==> config.mk <==
export PLATFORM = sky130hd
export DESIGN_NAME = axis2fifo
export DESIGN_NICKNAME = d
export VERILOG_FILES = /design/src/rtl/axis2fifo.sv
export SDC_FILE = /design/constraint.sdc
export NUM_CORES = 1
export LEC_CHECK = 0
export ABC_CLOCK_PERIOD_IN_PS = 2800
export BUFFER_PORTS_ARGS = -buffer_cell sky130_fd_sc_hd__clkbuf_2
export CAP_MARGIN = 40
export CORE_ASPECT_RATIO = 1.4
export CORE_UTILIZATION = 46
export CTS_CLUSTER_DIAMETER = 80
export DETAILED_ROUTE_END_ITERATION = 7
export HOLD_SLACK_MARGIN = 0.08
export PLACE_DENSITY = 0.86
export RECOVER_POWER = 100
export SETUP_SLACK_MARGIN = 0.15
export SYNTH_ARGS = -nofsm -noshare
export SYNTH_HDL_FRONTEND = slang
export SYNTH_SLANG_ARGS = --single-unit
==> constraint.sdc <==
create_clock -name clk_i -period 2.8 [get_ports clk_i]
set_input_delay 0.42 -clock clk_i [delete_from_list [all_inputs] [get_ports clk_i]]
set_output_delay 0.42 -clock clk_i [all_outputs]
set_load 0.05 [all_outputs]
==> src/rtl/axis2fifo.sv <==
`default_nettype none
// ============================================================================
// Module      : axis2fifo
// Description : AXI-Stream slave to synchronous-FIFO write-port bridge with a
//               single pipeline register and per-frame word counting.
//               Optional feature macro AXIS2FIFO_MAX_LEN_EN adds a maximum
//               frame length (max_len_i) and a truncation pulse (trunc_o).
// Revision    : 1.0 - initial release
// ============================================================================
module axis2fifo #(
    parameter int DATA_W     = 32,
    parameter int AXIS_LEN_W = 16
) (
    input  logic                  clk_i,
    input  logic                  cke_i,
    input  logic                  rst_i,
    input  logic                  en_i,
    output logic [AXIS_LEN_W-1:0] len_o,
    output logic                  done_o,
    output logic                  overflow_o,
`ifdef AXIS2FIFO_MAX_LEN_EN
    input  logic [AXIS_LEN_W-1:0] max_len_i,
    output logic                  trunc_o,
`endif
    input  logic                  axis_tvalid_i,
    input  logic [DATA_W-1:0]     axis_tdata_i,
    input  logic                  axis_tlast_i,
    output logic                  axis_tready_o,
    input  logic                  fifo_full_i,
    output logic                  fifo_write_o,
    output logic [DATA_W-1:0]     fifo_wdata_o
);

    localparam logic [1:0] c_idle = 2'd0;
    localparam logic [1:0] c_recv = 2'd1;
    localparam logic [1:0] c_fin  = 2'd2;

    localparam logic [AXIS_LEN_W-1:0] c_cnt_max = '1;
    localparam logic [AXIS_LEN_W-1:0] c_cnt_one = AXIS_LEN_W'(1);

    logic                  r_valid;
    logic [DATA_W-1:0]     r_data;
    logic                  r_last;
    logic [1:0]            r_state;
    logic [AXIS_LEN_W-1:0] r_cnt;
    logic [AXIS_LEN_W-1:0] r_len;
    logic                  r_overflow;
    logic                  r_trunc;

    logic                  w_ready;
    logic                  w_accept;
    logic                  w_drain;
    logic                  w_in_frame;
    logic                  w_sat;
    logic                  w_hit_max;
    logic                  w_frame_end;
    logic [AXIS_LEN_W-1:0] w_cnt_next;
    logic [1:0]            w_state_next;

    // Handshakes are qualified by cke_i so a stalled clock neither accepts
    // nor writes a word that the held registers would then duplicate.
    assign w_ready  = cke_i & en_i & ~rst_i & (~r_valid | ~fifo_full_i);
    assign w_accept = axis_tvalid_i & w_ready;
    assign w_drain  = cke_i & ~rst_i & r_valid & ~fifo_full_i;

    // Counter advances on FIFO writes; IDLE and FIN both start a new frame.
    assign w_in_frame = (r_state == c_recv);
    assign w_sat      = w_in_frame & (r_cnt == c_cnt_max);
    assign w_cnt_next = !w_in_frame ? c_cnt_one :
                        (w_sat ? r_cnt : r_cnt + c_cnt_one);

`ifdef AXIS2FIFO_MAX_LEN_EN
    assign w_hit_max = (max_len_i != '0) & (w_cnt_next == max_len_i) & ~r_last;
`else
    assign w_hit_max = 1'b0;
`endif

    assign w_frame_end = r_last | w_hit_max;

    always_comb begin
        w_state_next = r_state;
        if (w_drain) begin
            w_state_next = w_frame_end ? c_fin : c_recv;
        end else if (r_state != c_recv) begin
            w_state_next = c_idle;
        end
    end

    always_ff @(posedge clk_i) begin
        if (cke_i) begin
            if (rst_i) begin
                r_valid    <= 1'b0;
                r_data     <= '0;
                r_last     <= 1'b0;
                r_state    <= c_idle;
                r_cnt      <= '0;
                r_len      <= '0;
                r_overflow <= 1'b0;
                r_trunc    <= 1'b0;
            end else begin
                if (w_accept) begin
                    r_data <= axis_tdata_i;
                    r_last <= axis_tlast_i;
                end
                r_valid <= w_accept | (r_valid & ~w_drain);
                r_state <= w_state_next;
                if (w_drain) begin
                    r_cnt <= w_cnt_next;
                end
                if (w_drain & w_frame_end) begin
                    r_len <= w_cnt_next;
                end
                if (w_drain & w_sat) begin
                    r_overflow <= 1'b1;
                end
                r_trunc <= w_drain & w_hit_max;
            end
        end
    end

    assign axis_tready_o = w_ready;
    assign fifo_write_o  = w_drain;
    assign fifo_wdata_o  = r_data;
    assign len_o         = r_len;
    assign done_o        = (r_state == c_fin);
    assign overflow_o    = r_overflow;

`ifdef AXIS2FIFO_MAX_LEN_EN
    assign trunc_o = r_trunc;
`else
    logic w_unused;
    assign w_unused = r_trunc;
`endif

endmodule
`default_nettype wire

---- Yosys cells after proc, flatten, opt, wreduce, memory -nomap -nowiden ----
Cells that the tools add are included.
operators by class
  add/sub/neg operators ................... 1
  equal/unequal tests ..................... 4
  muxes and demuxes ....................... 10
  bitwise gates (word level) .............. 17
  reductions and logical operators ........ 10
operators by type and width
  kind                     number
  $mux W16                 4
  $mux W32                 1
  $add A16 B1 Y16 const B  1
  $eq A16 B16 Y1 const B   1
  $and A1 B1 Y1            11
  $reduce_and A2 Y1        5
  $reduce_bool A2 Y1       4
  $mux W2                  3
  $not A1 Y1               4
  $reduce_bool A3 Y1       1
  $eq A2 B1 Y1 const B     1
  $eq A2 B2 Y1 const B     1
  $mux W1                  2
  $ne A2 B1 Y1 const B     1
  $or A1 B1 Y1             2
storage, ports and cells
  bits in registers ....................... 69
  bits of input ports ..................... 39
  word-level logic and storage cells ...... 49

---- Longest topological paths before layout ----
Gate-level depths: netlist (run 1).
  depth after elaboration ................. 7
  gate-level depth with buffers ........... 6
  depth with buffers taken out ............ 5

---- Worst setup path after synthesis (run 1) ----
OpenSTA, ideal clock, no wires.
  path kind ............................... input-to-reg
  from .................................... in fifo_full_i
  to ...................................... reg r_overflow, in the netlist overflow_o (enable)
  arrival time ............................ 3.354 ns
  data required time ...................... 2.488 ns
  path slack .............................. -0.866 ns
  cell stages on the path ................. 4
  buffers on the path ..................... 0
  cells stage by stage .................... nor4bb_1 nor2_1 nor2b_1 a21boi_0
between the ends
  cells in the longest elaborated chain, start to end .. 5
RTL lines
  what                          line  text
  from (decl)                   29    input logic fifo_full_i,
  $not A1 Y1                    64    assign w_drain = cke_i & ~rst_i & r_valid & ~fifo_full_i;
  $and A1 B1 Y1                 64
  $and A1 B1 Y1                 113   if (w_drain & w_sat) begin
  $reduce_bool A2 Y1 (no line)  n/a
  $reduce_and A2 Y1 (no line)   n/a
  to (signal assigned)          98    r_overflow <= 1'b0;
  to (signal assigned)          114   r_overflow <= 1'b1;
  to (decl)                     47    logic r_overflow;
Every way passes these cells.
A chain may end at the register's enable or synchronous reset.

---- Worst setup path after layout (run 1) ----
  from .................................... reg r_valid
  to ...................................... reg r_len[3], in the netlist len_o[3] (enable)
between the ends
  cells in the longest elaborated chain, start to end .. 5
RTL lines
  what                          line  text
  from (decl)                   41    logic r_valid;
  from (signal assigned)        105   r_valid <= w_accept | (r_valid & ~w_drain);
  $and A1 B1 Y1 (2 in series)   64
  $and A1 B1 Y1                 110   if (w_drain & w_frame_end) begin
  $reduce_bool A2 Y1 (no line)  n/a
  $reduce_and A2 Y1 (no line)   n/a
  to (signal assigned)          111   r_len <= w_cnt_next;
  to (decl)                     46    logic [AXIS_LEN_W-1:0] r_len;
Every way passes these cells.

==> metrics.cfg, run 1 <==
[global_routing]
grt_start_max_net_pins=35
overflow=0
grt_antenna_before_repair=0
via_count_of_the_first_global_routing_pass=2084
grt_pass1_wl_mm=9.43
grtUsageTotal_pct=18.6

[critical_path]
worst_path_cell_with_the_longest_stage_delay=sky130_fd_sc_hd__clkbuf_1
crit_path_max_fanout=16
criticalPathCategory=reg2reg
worstSetupEndpointType=flop
critical_path.cell_chain=nor4bb_1, and2_0, o21a_1, clkbuf_1
critPathArrivalTime_ns=2.35
critical_path.max_stage_delay_ns=0.74
timing.critical_path.from_type=flop
cp_data_required_time_ns=2.77

[routing]
drcViolationCount=0
antenna_left=0
route.detailed.vias_per_inst=5.40
routedWlPerCell_um=15.5
drt-initial-drc-count=128
wl_mm=5.96
drtPass1Iterations=4
dr_total_vias=2072

[timing]
slew-limit-headroom_pct=33.8
rsz_0062_raised_after_global_routing=false
period_share_pct=85.1
whs_ns=0.359
slew_viol_final=0
post-route-min-period_ns=2.38
timing_worst_slew_pin_value_ns=0.993
hold_viol=0
setup_viol_count_final=0
finalSetupTns_ns=0
final.setup_skew_ns=0.00626
fmax_mhz=420

[synthesis]
synth_fp_nets=251
synth-seq-cells=69
synth.distinct_cells=39
async_flop_share_pct=0
syn_avg_cell_area_um2=14.0
synthFlopType=sky130_fd_sc_hd__edfxtp_1
postSynthCellCount=211
synth_edf_count=69
synth_area_um2=2950
yosysSeqAreaShare_pct=70.2
yosys_warnings=0

[cells_and_area]
drive_gt1_share_pct=18.9
syn_to_final_growth_pct=21.9
fillCellCount=516
nNetsFinal=348
num_antenna_cells=0

[floorplan]
floorplan.initialDensity_pct=47.5
die-height_um=96.8
row_count=34
floorplan.die_area_um2=6750
die_width_um=69.7
io_pins=91
core_um2=6210

[cts]
clkLatencyLatePin_ns=0.35
numCtsBuffers=9
clockBufferDepth=2
cts_hold_buffers=0
postCtsSetupBuffers=0
clock_tree_from_tritoncts=built
cts_num_sinks=69
post_cts.resized_instances=0
root_buffer=sky130_fd_sc_hd__clkbuf_8
cts-htree-levels=3
cts.clk_slew.worst_paths_ns=0.07

[flow_run]
max_cap_viol_count=0

[placed_design]
gp_routability_congestion=0.885
buffer_ports.inserted=90
dp_hpwl_mm=4.27

[pwr]
net-switching-power_w=0.000549
power.share.clock_pct=37.1
pwr-share-seq_pct=52.9
power.leakage_nw=1.28
power_switching_share_pct=24.1
combPwrFrac_pct=10.0
irDropWorstVdd_mv=0.311
power_density_nw_per_um2=633
internal_power_w=0.00173

[min_path]
hold_class=in2reg

[outcome]
outcome=finished, final reports clean

[cell usage after synthesis, drive strengths merged (2+ instances only)]
library cell   n  area (µm²)
and2           4        25.0
a211oi         2        15.0
nor3           6        30.0
o21ai          5        25.0
edfxtp        69        2070
mux2i          3        30.0
nor4           3        18.8
o21a           2        15.0
nor2           6        22.5
o211ai         2        15.0
a21oi         11        55.1
o41ai          2        17.5
and4           2        17.5
nand3          6        42.5
inv            4        15.0
clkbuf         5        18.8
or2            3        18.8
nand2         10        37.5
o31ai          3        22.5
nor2b         40         250
nand4          3        18.8
or4            5        41.3
buf            2        15.0
[registers in the layout, summed over array words and instances, names as in the netlist]
name and cells:
fifo_wdata_o 32, r_valid 1, r_last 1, overflow_o 1
r_cnt 16, r_state 2, len_o 16
[layout by cell type (no fill, tap or decap), types with 3 or more instances in the layout]
cell type,instances
sky130_fd_sc_hd__o31ai_1,3
sky130_fd_sc_hd__nor4_1,3
sky130_fd_sc_hd__clkbuf_8,9
sky130_fd_sc_hd__nor2b_1,39
sky130_fd_sc_hd__edfxtp_1,69
sky130_fd_sc_hd__a21oi_1,11
sky130_fd_sc_hd__nor2_1,6
sky130_fd_sc_hd__or2_2,3
sky130_fd_sc_hd__and2_1,3
sky130_fd_sc_hd__mux2i_1,3
sky130_fd_sc_hd__o21ai_0,5
sky130_fd_sc_hd__nor3_1,6
sky130_fd_sc_hd__nand2_1,10
sky130_fd_sc_hd__clkbuf_1,55
sky130_fd_sc_hd__nand3_1,6
sky130_fd_sc_hd__inv_1,4
sky130_fd_sc_hd__clkinv_2,3
sky130_fd_sc_hd__or4_1,5
sky130_fd_sc_hd__nand4_1,3
sky130_fd_sc_hd__clkbuf_2,37
[critical path: cells and delay by family, from the launching register on]
| family | cells | cell delay [ns] |
|---|---|---|
| AND/OR/NAND/NOR | 2 | 0.75 |
| flip-flops | 1 | 0.39 |
| buffers and inverters | 1 | 0.74 |
| AO/OA/AOI/OAI | 1 | 0.12 |
[area by class of cell]
type                            instances  area [µm²]  share of cell area, %
Sequential cell                        69        2070                   57.5
Multi-Input combinational cell        130         815                   22.6
Timing Repair Buffer                   94         407                   11.3
Clock buffer                            9         124                   3.44
Tap cell                               72        90.1                   2.50
Clock inverter                          6        78.8                   2.19
Inverter                                4        15.0                  0.417
[logic make-up after synthesis]
logic type	count (synthesis)	synth area share, %
compound gates	32	7.03
mux	3	1.02
fa+ha+maj	1	0.424
buf+inv	12	1.95
simple gates	94	19.4
flops	69	70.2
[per-stage QoR]
step | std cells | power, W | setup slack, ns | cell area, µm² | utilization (%)
finish | 384 | 0.00228 | 0.418 | 3600 | 58.0
floorplan | 211 | 0.00139 | 0.161 | 2980 | -
CTS | 384 | 0.00230 | 0.505 | 3710 | 59.7
global placement | 369 | 0.00146 | 0.612 | 3500 | 56.4
detailed placement | 369 | 0.00147 | 0.547 | 3500 | 56.4
global route | 384 | 0.00234 | 0.210 | 3600 | 58.0
[power groups by stage]
stage / Sequential [W] / Combinational, W / Clock (W)
final: 0.00121 / 0.000228 / 0.000847
after CTS: 0.00121 / 0.000242 / 0.000852
after detailed placement: 0.00123 / 0.000242 / 0
after floorplan: 0.00132 / 0.0000757 / 0
after global placement: 0.00123 / 0.000237 / 0
after global routing: 0.00121 / 0.000245 / 0.000883
[layer usage]
metal | GRT usage, % | wire length (µm)
met4 | 11.8 | 179
met3 | 6.15 | 610
met5 | 0 | 0
met2 | 31.8 | 2960
met1 | 19.4 | 2210
[final timing paths]
| kind | from | to | slack, ns | cells after the start |
|---|---|---|---|---|
| worst min register to register | r_last | r_state[0] | 0.56 | 1 |
| worst max register to register | r_valid | len_o[3] | 0.42 | 4 |
| worst min-delay path | axis_tdata_i[10] | fifo_wdata_o[10] | 0.36 | 2 |
| worst max-delay path | r_valid | len_o[3] | 0.42 | 4 |
No activity file was read; power rests on OpenSTA's default activity.
==> inputs of run 2 (changes only) <==
--- a/config.mk
+++ b/config.mk
@@ -5,6 +5,7 @@
 export SDC_FILE = /design/constraint.sdc
 export NUM_CORES = 1
 export LEC_CHECK = 0
+export ABC_AREA = 1
 export ABC_CLOCK_PERIOD_IN_PS = 2800
 export BUFFER_PORTS_ARGS = -buffer_cell sky130_fd_sc_hd__clkbuf_2
 export CAP_MARGIN = 40
@@ -13,7 +14,7 @@
 export CTS_CLUSTER_DIAMETER = 80
 export DETAILED_ROUTE_END_ITERATION = 7
 export HOLD_SLACK_MARGIN = 0.08
-export PLACE_DENSITY = 0.86
+export PLACE_DENSITY = 0.85
 export RECOVER_POWER = 100
 export SETUP_SLACK_MARGIN = 0.15
 export SYNTH_ARGS = -nofsm -noshare
==> run 2 against run 1 <==
- the flow now finishes with violations (capacitance limit, slew limit)
- final cell count increased by 26%
- sequential power is essentially flat
- die area is 4.3% higher
- synthesized cell count increased by 45%
- core utilization is 0.96 points higher
- critical path type unchanged
- largest cell class unchanged
- highest routed layer unchanged
==> metrics.cfg, run 2 <==
[pwr]
pwr-share-seq_pct=53.7  ; +0.8 points
power_w=0.00224  ; -1.7%
power_switching_share_pct=26.3  ; +2.3 points
net-switching-power_w=0.000590  ; +7.5%
power_density_nw_per_um2=600  ; -5.3%
internal_power_w=0.00165  ; -4.7%
power.share.clock_pct=35.7  ; -1.4 points
irDropWorstVdd_mv=0.386  ; +24%
combPwrFrac_pct=10.6  ; +0.6 points
power.leakage_nw=1.68  ; +31%

[synthesis]
synth_fp_nets=347  ; +38%
postSynthCellCount=307  ; +45%
synth-seq-cells=69  ; unchanged
synth_most_common_cell=sky130_fd_sc_hd__edfxtp_1
synth.top_cell.area_share_pct=67.2  ; -2.9 points
share_of_synthesized_cell_area_in_and_or_nand_and_nor_gates_pct=19.6  ; +0.16 points
synth_top_area_cell=sky130_fd_sc_hd__edfxtp_1
synth_area_um2=3080  ; +4.4%
synth_edf_count=69  ; unchanged
synth.area.mux_share_pct=0  ; -1.0 points
synth_area_leaders=sky130_fd_sc_hd__edfxtp_1, sky130_fd_sc_hd__inv_1, sky130_fd_sc_hd__nor2_1
synth_compound_area_share_pct=2.84  ; -4.2 points
post_synth_xor_area_fraction_pct=0.568  ; +0.57 points
syn_avg_cell_area_um2=10.0  ; -28%
synth_top_family_by_area=simple AND/OR/NAND/NOR gates
synth.distinct_cells=21  ; -46%
yosysSeqAreaShare_pct=67.2  ; -2.9 points
yosys_warnings=0  ; unchanged
yosys.area_share.adder_pct=0.406  ; -0.018 points
async_flop_share_pct=0  ; unchanged
synthFlopType=sky130_fd_sc_hd__edfxtp_1
synth.top_cells.by_count=sky130_fd_sc_hd__edfxtp_1, sky130_fd_sc_hd__inv_1, sky130_fd_sc_hd__nor2_1, sky130_fd_sc_hd__nand2_1, sky130_fd_sc_hd__nand3_1

[timing]
setup_viol_count_final=0  ; unchanged
finalSetupTns_ns=0  ; unchanged
rsz_0062_raised_after_global_routing=false
period_share_pct=75.1  ; -10 points
whs_ns=0.351  ; -0.00849 ns
hold_viol=0  ; unchanged
post-route-min-period_ns=2.10  ; -0.279 ns
fmax_mhz=475  ; +13%
timing_worst_slew_pin_value_ns=1.66  ; +0.663 ns
slew_viol_final=40  ; +40
slew-limit-headroom_pct=-10.5  ; -44 points
final.setup_skew_ns=0.0127  ; +0.00644 ns

[critical_path]
crit_path_max_fanout=12  ; -4
reg_to_reg_slack_setup_ns=0.70  ; +0.28 ns
cp_data_required_time_ns=2.85  ; +0.08 ns
worstSetupEndpointType=flop
critPathArrivalTime_ns=2.16  ; -0.19 ns
criticalPathCategory=reg2reg
timing.critical_path.from_type=flop

[cells_and_area]
mostFrequentLayoutCell=sky130_fd_sc_hd__edfxtp_1
fillCellCount=560  ; +8.5%
num_antenna_cells=0  ; unchanged
finalInstanceArea_um2=3740  ; +3.8%
syn_to_final_growth_pct=21.2
number_of_flip_flops_under_the_largest_register_name=32  ; unchanged
nNetsFinal=445  ; +28%
drive_gt1_share_pct=13.9  ; -5.0 points
leading_cell_types_in_the_layout_fill_and_taps_excluded=sky130_fd_sc_hd__edfxtp_1, sky130_fd_sc_hd__inv_1, sky130_fd_sc_hd__nor2_1, sky130_fd_sc_hd__clkbuf_1, sky130_fd_sc_hd__nand2_1
multi_input_area_um2=724  ; -11%
post-route-util_pct=58.9  ; +0.96 points
layout.area.seq_um2=2070  ; unchanged

[outcome]
outcome=finished, violations left
failed_checks=capacitance limit, slew limit

[placed_design]
dpl_cell_area_um2=3630  ; +3.5%
buffer_ports.inserted=90  ; unchanged
gp_routability_congestion=0.890  ; +0.49%
dp_hpwl_mm=4.41  ; +3.3%

[floorplan]
floorplan.die_area_um2=7040  ; +4.3%
floorplan.initialDensity_pct=48.6  ; +1.1 points
die_width_um=71.2  ; +2.1%
io_pins=91  ; unchanged
row_count=34  ; unchanged
die-height_um=98.8  ; +2.1%
core_um2=6340  ; +2.1%

[min_path]
hold_class=in2reg

[routing]
drcViolationCount=0  ; unchanged
wl_mm=5.98  ; +0.47%
drtPass1Iterations=6  ; +2
drt-initial-drc-count=132  ; +3.1%
route.detailed.vias_per_inst=4.82  ; -11%
dr_total_vias=2325  ; +12%
routedWlPerCell_um=12.4  ; -20%
antenna_left=0  ; unchanged

[cts]
clock_tree_from_tritoncts=built
clockBufferDepth=2  ; unchanged
postCtsSetupBuffers=0  ; unchanged
cts_num_sinks=69  ; unchanged
cts-htree-levels=3  ; unchanged
clkLatencyLatePin_ns=0.35  ; about the same
cts_hold_buffers=0  ; unchanged
post_cts.resized_instances=0  ; unchanged
cts.clk_slew.worst_paths_ns=0.08  ; about the same
numCtsBuffers=9  ; unchanged
root_buffer=sky130_fd_sc_hd__clkbuf_8

[global_routing]
via_count_of_the_first_global_routing_pass=2256  ; +8.3%
global_routing_s_busiest_layer=met2
grtUsageTotal_pct=18.7  ; +0.045 points
grt.met2_usage_pct=32.4  ; +0.57 points
grt_antenna_before_repair=0  ; unchanged
global_route.usage.met3_pct=5.21  ; -0.93 points
overflow=0  ; unchanged
grtUsageMet1_pct=19.7  ; +0.31 points
grt_start_max_net_pins=40  ; +14%
grt_pass1_wl_mm=9.93  ; +5.3%

[flow_run]
max_cap_viol_count=1  ; +1

[run 2: changes by cell type in the layout (fill, tap and decap cells not counted), moves of 5 or more]
cell and delta:
sky130_fd_sc_hd__inv_1 +63, sky130_fd_sc_hd__nand2_1 +43, sky130_fd_sc_hd__nand3_1 +10, sky130_fd_sc_hd__nor2_1 +59
sky130_fd_sc_hd__nor2b_1 -39, sky130_fd_sc_hd__or4_1 -5
[run 2: worst max-delay path: stages, from the launching register on]
cell and delay [ns]:
sky130_fd_sc_hd__edfxtp_1 0.39, sky130_fd_sc_hd__ha_1 0.24, sky130_fd_sc_hd__inv_1 0.11, sky130_fd_sc_hd__nor2_4 0.12, sky130_fd_sc_hd__nand2_1 0.16, sky130_fd_sc_hd__nor2_4 0.14
sky130_fd_sc_hd__nand2_1 0.28, sky130_fd_sc_hd__inv_1 0.15, sky130_fd_sc_hd__nand2_1 0.07, sky130_fd_sc_hd__a21oi_1 0.15
[run 2: power groups by stage]
stage / clock [W] / combinational (W) / sequential [W]
after floorplan: 0 / 0.0000818 / 0.00132
after global placement: 0 / 0.000242 / 0.00122
after detailed placement: 0 / 0.000249 / 0.00123
after CTS: 0.000814 / 0.000250 / 0.00120
after global routing: 0.000851 / 0.000259 / 0.00121
final: 0.000799 / 0.000238 / 0.00120
[run 2: final timing paths]
path | startpoint | end | cells past startpoint
min | axis_tdata_i[6] | fifo_wdata_o[6] | 3
min reg2reg | r_last | r_state[0] | 1
max | r_cnt[0] | overflow_o | 9
max reg2reg | r_cnt[0] | overflow_o | 9
[run 2: kinds of logic after synthesis]
family                     after synthesis
buffers and inverters                   74
adders and majority gates                1
and+or+nand+nor                        144
xor gates and xnor gates                 2
DFF                                     69
AOI/OAI and AO/OA                       17
[run 2: per-layer routing]
layer	share of wire, %	routed length, µm
met5	0	0
met2	52	3100
met1	38	2280
met4	3.5	209
met3	6.6	397
[run 2: layout make-up]
| class | count | area share [%] |
|---|---|---|
| flip-flops and latches | 69 | 55.5 |
| inverters | 68 | 6.83 |
| well taps | 72 | 2.41 |
| clock inverters | 7 | 2.01 |
| clock buffers | 9 | 3.32 |
| multi-input cells | 164 | 19.4 |
| repair buffers | 93 | 10.6 |
[run 2: through the flow]
stage          instances  worst slack [ns]
2_1_floorplan        307             0.312
3_3_place_gp         466             0.917
3_5_place_dp         466             0.809
4_1_cts              482             0.900
5_1_grt              482             0.395
6_report             482             0.697
==> inputs of run 3 (changes only) <==
--- a/config.mk
+++ b/config.mk
@@ -6,7 +6,7 @@
 export NUM_CORES = 1
 export LEC_CHECK = 0
 export ABC_AREA = 1
-export ABC_CLOCK_PERIOD_IN_PS = 2800
+export ABC_CLOCK_PERIOD_IN_PS = 1900
 export BUFFER_PORTS_ARGS = -buffer_cell sky130_fd_sc_hd__clkbuf_2
 export CAP_MARGIN = 40
 export CORE_ASPECT_RATIO = 1.4
==> constraint.sdc (replaced) <==
create_clock -name clk_i -period 1.9 [get_ports clk_i]
set_input_delay 0.285 -clock clk_i [delete_from_list [all_inputs] [get_ports clk_i]]
set_output_delay 0.285 -clock clk_i [all_outputs]
set_load 0.05 [all_outputs]
==> run 3 against run 2 <==
- the flow finishes with violations (DRC)
- sequential share of layout area down 1.7 points
- die area unchanged
- combinational power up 55%
- hold slack worse by 0.12 ns
- via count up 3.3%
- global-route usage up 0.66 points
- wire length up 6.0%
- sequential cell count unchanged
- total power up 45%
- critical path depth down 1
- non-clock buffer count up 13
- critical endpoint is now r_cnt[4]
==> metrics.cfg, run 3 (synthesized netlist as in run 2, its figures left out) <==
[cells_and_area]
leading_cell_types_in_the_layout_fill_and_taps_excluded=sky130_fd_sc_hd__edfxtp_1, sky130_fd_sc_hd__inv_1, sky130_fd_sc_hd__nor2_1, sky130_fd_sc_hd__clkbuf_1, sky130_fd_sc_hd__nand2_1
num_antenna_cells=0  ; unchanged
finalInstanceArea_um2=3860  ; +3.2%
syn_to_final_growth_pct=25.2
post-route-util_pct=60.9  ; +1.9 points
mostFrequentLayoutCell=sky130_fd_sc_hd__edfxtp_1
drive_gt1_share_pct=18.4  ; +4.5 points
number_of_flip_flops_under_the_largest_register_name=32  ; unchanged
nNetsFinal=459  ; +3.1%

[critical_path]
worstSetupEndpointType=flop
reg_to_reg_slack_setup_ns=0.14  ; -0.55 ns
timing.critical_path.from_type=flop
worst_path_cell_with_the_longest_stage_delay=sky130_fd_sc_hd__edfxtp_1
criticalPathCategory=reg2reg
critical_path.cell_chain=ha_1, inv_1, nor2_4, nand2_4, nor2_4, nand2_1, a21oi_1, nor2_1
critPathArrivalTime_ns=1.85  ; -0.31 ns
cp_data_required_time_ns=1.99  ; -0.86 ns
critical_path.max_stage_delay_ns=0.37  ; -0.02 ns
crit_path_frequent_cell=sky130_fd_sc_hd__nor2_4
crit_path_max_fanout=6  ; -6

[outcome]
outcome=finished, violations left
failed_checks=DRC

[floorplan]
row_count=34  ; unchanged
die-height_um=98.8  ; unchanged
die_width_um=71.2  ; unchanged
io_pins=91  ; unchanged
core_um2=6340  ; unchanged
floorplan.initialDensity_pct=48.6  ; unchanged
floorplan.die_area_um2=7040  ; unchanged

[cts]
clockBufferDepth=2  ; unchanged
cts_hold_buffers=0  ; unchanged
clock_tree_from_tritoncts=built
cts.clk_slew.worst_paths_ns=0.07  ; about the same
root_buffer=sky130_fd_sc_hd__clkbuf_8
cts-htree-levels=3  ; unchanged
clkLatencyLatePin_ns=0.34  ; about the same
cts_num_sinks=69  ; unchanged
numCtsBuffers=9  ; unchanged

[pwr]
pwr-share-seq_pct=54.6  ; +0.9 points
net-switching-power_w=0.000821  ; +39%
power_switching_share_pct=25.3  ; -1.0 points
power.leakage_nw=1.78  ; +6.4%
internal_power_w=0.00243  ; +47%
combPwrFrac_pct=11.4  ; +0.8 points
power.share.clock_pct=34.0  ; -1.7 points
power_density_nw_per_um2=842  ; +40%
irDropWorstVdd_mv=0.504  ; +31%

[global_routing]
grt_antenna_before_repair=0  ; unchanged
grt_pass1_wl_mm=10.1  ; +2.2%
overflow=0  ; unchanged
grtUsageTotal_pct=19.3  ; +0.66 points
grt_start_max_net_pins=34  ; -15%
via_count_of_the_first_global_routing_pass=2342  ; +3.8%

[placed_design]
gp_routability_congestion=0.940  ; +5.7%
buffer_ports.inserted=90  ; unchanged
dp_hpwl_mm=4.50  ; +2.0%
dpl_cell_area_um2=3700  ; +2.0%

[routing]
drt-initial-drc-count=137  ; +3.8%
routedWlPerCell_um=12.8  ; +3.0%
drcViolationCount=2  ; +2
dr_total_vias=2401  ; +3.3%
antenna_left=0  ; unchanged
wl_mm=6.34  ; +6.0%
route.detailed.vias_per_inst=4.84  ; +0.35%
drtPass1Iterations=6  ; unchanged

[timing]
final.setup_skew_ns=0.0115  ; -0.00118 ns
whs_ns=0.228  ; -0.122 ns
post-route-min-period_ns=1.76  ; -0.347 ns
setup_viol_count_final=0  ; unchanged
fmax_mhz=569  ; +20%
hold_viol=0  ; unchanged
timing_worst_slew_pin_value_ns=0.639  ; -1.02 ns
period_share_pct=92.5  ; +17 points
slew_viol_final=0  ; -100%
slew-limit-headroom_pct=57.6  ; +68 points
rsz_0062_raised_after_global_routing=false

[flow_run]
max_cap_viol_count=0  ; -1

[min_path]
hold_class=in2reg

==> run 3: changes by cell type in the layout (fill, tap and decap cells not counted), sizes merged <==
cell	delta
nand2	+1
clkinv	+2
buf	+9
clkinvlp	-2
clkbuf	+5
inv	-1
==> run 3: path summary, 6_finish.rpt <==
| path | to | cells past startpoint | start |
|---|---|---|---|
| hold reg to reg | r_state[0] | 1 | r_last |
| setup reg to reg | r_cnt[4] | 8 | r_cnt[1] |
| setup / recovery | r_cnt[4] | 8 | r_cnt[1] |
| hold / removal | fifo_wdata_o[31] | 3 | axis_tdata_i[31] |
==> run 3: timing repair <==
item	4_1_cts	5_1_grt
setup buffers	2	7
pin swaps	2	5
endpoints found under the setup margin	15	18
gates resized for setup	5	3
cloned	1	0
==> run 3: area by class of cell <==
cell class	count	area, µm²
well taps	72	90.1
repair buffers	106	493
flip-flops and latches	69	2070
clock buffers	10	128
fillers	539	2480
clock inverters	6	53.8
inverters	68	255
multi-input cells	165	766
==> run 3: critical path, delay by kind of cell (launching register included) <==
| family | cells | cell delay [ns] |
|---|---|---|
| buffers and inverters | 1 | 0.10 |
| and+or+nand+nor | 5 | 0.62 |
| adders and majority gates | 1 | 0.21 |
| DFF | 1 | 0.37 |
| AOI/OAI and AO/OA | 1 | 0.20 |
==> run 3: power groups by stage <==
| stage | Sequential (W) | Combinational, W | Clock, W |
|---|---|---|---|
| 2_1_floorplan | 0.00194 | 0.000124 | 0 |
| 6_report | 0.00177 | 0.000369 | 0.00110 |
| 5_1_grt | 0.00178 | 0.000401 | 0.00118 |
| 3_3_place_gp | 0.00180 | 0.000373 | 0 |
| 3_5_place_dp | 0.00181 | 0.000383 | 0 |
| 4_1_cts | 0.00177 | 0.000388 | 0.00113 |
==> run 3: per-stage QoR <==
stage / std cells / TNS (ns) / power, W / worst slack (ns)
after floorplan: 307 / -7.56 / 0.00206 / -0.174
after global placement: 470 / 0 / 0.00218 / 0.113
after detailed placement: 470 / 0 / 0.00219 / 0.0333
after CTS: 489 / 0 / 0.00329 / 0.164
after global routing: 496 / 0 / 0.00336 / 0.0771
final: 496 / 0 / 0.00325 / 0.143
==> run 3: layer usage <==
layer / global-route usage [%] / vias up / part of all wire (%) / wire length [µm]
met2: 34.1 / 118 / 53 / 3330
met4: 10.3 / 0 / 2.6 / 167
li1: - / 1197 / - / -
met1: 19.1 / 1066 / 35 / 2250
met5: 0 / - / 0 / 0
met3: 7.67 / 20 / 9.3 / 592
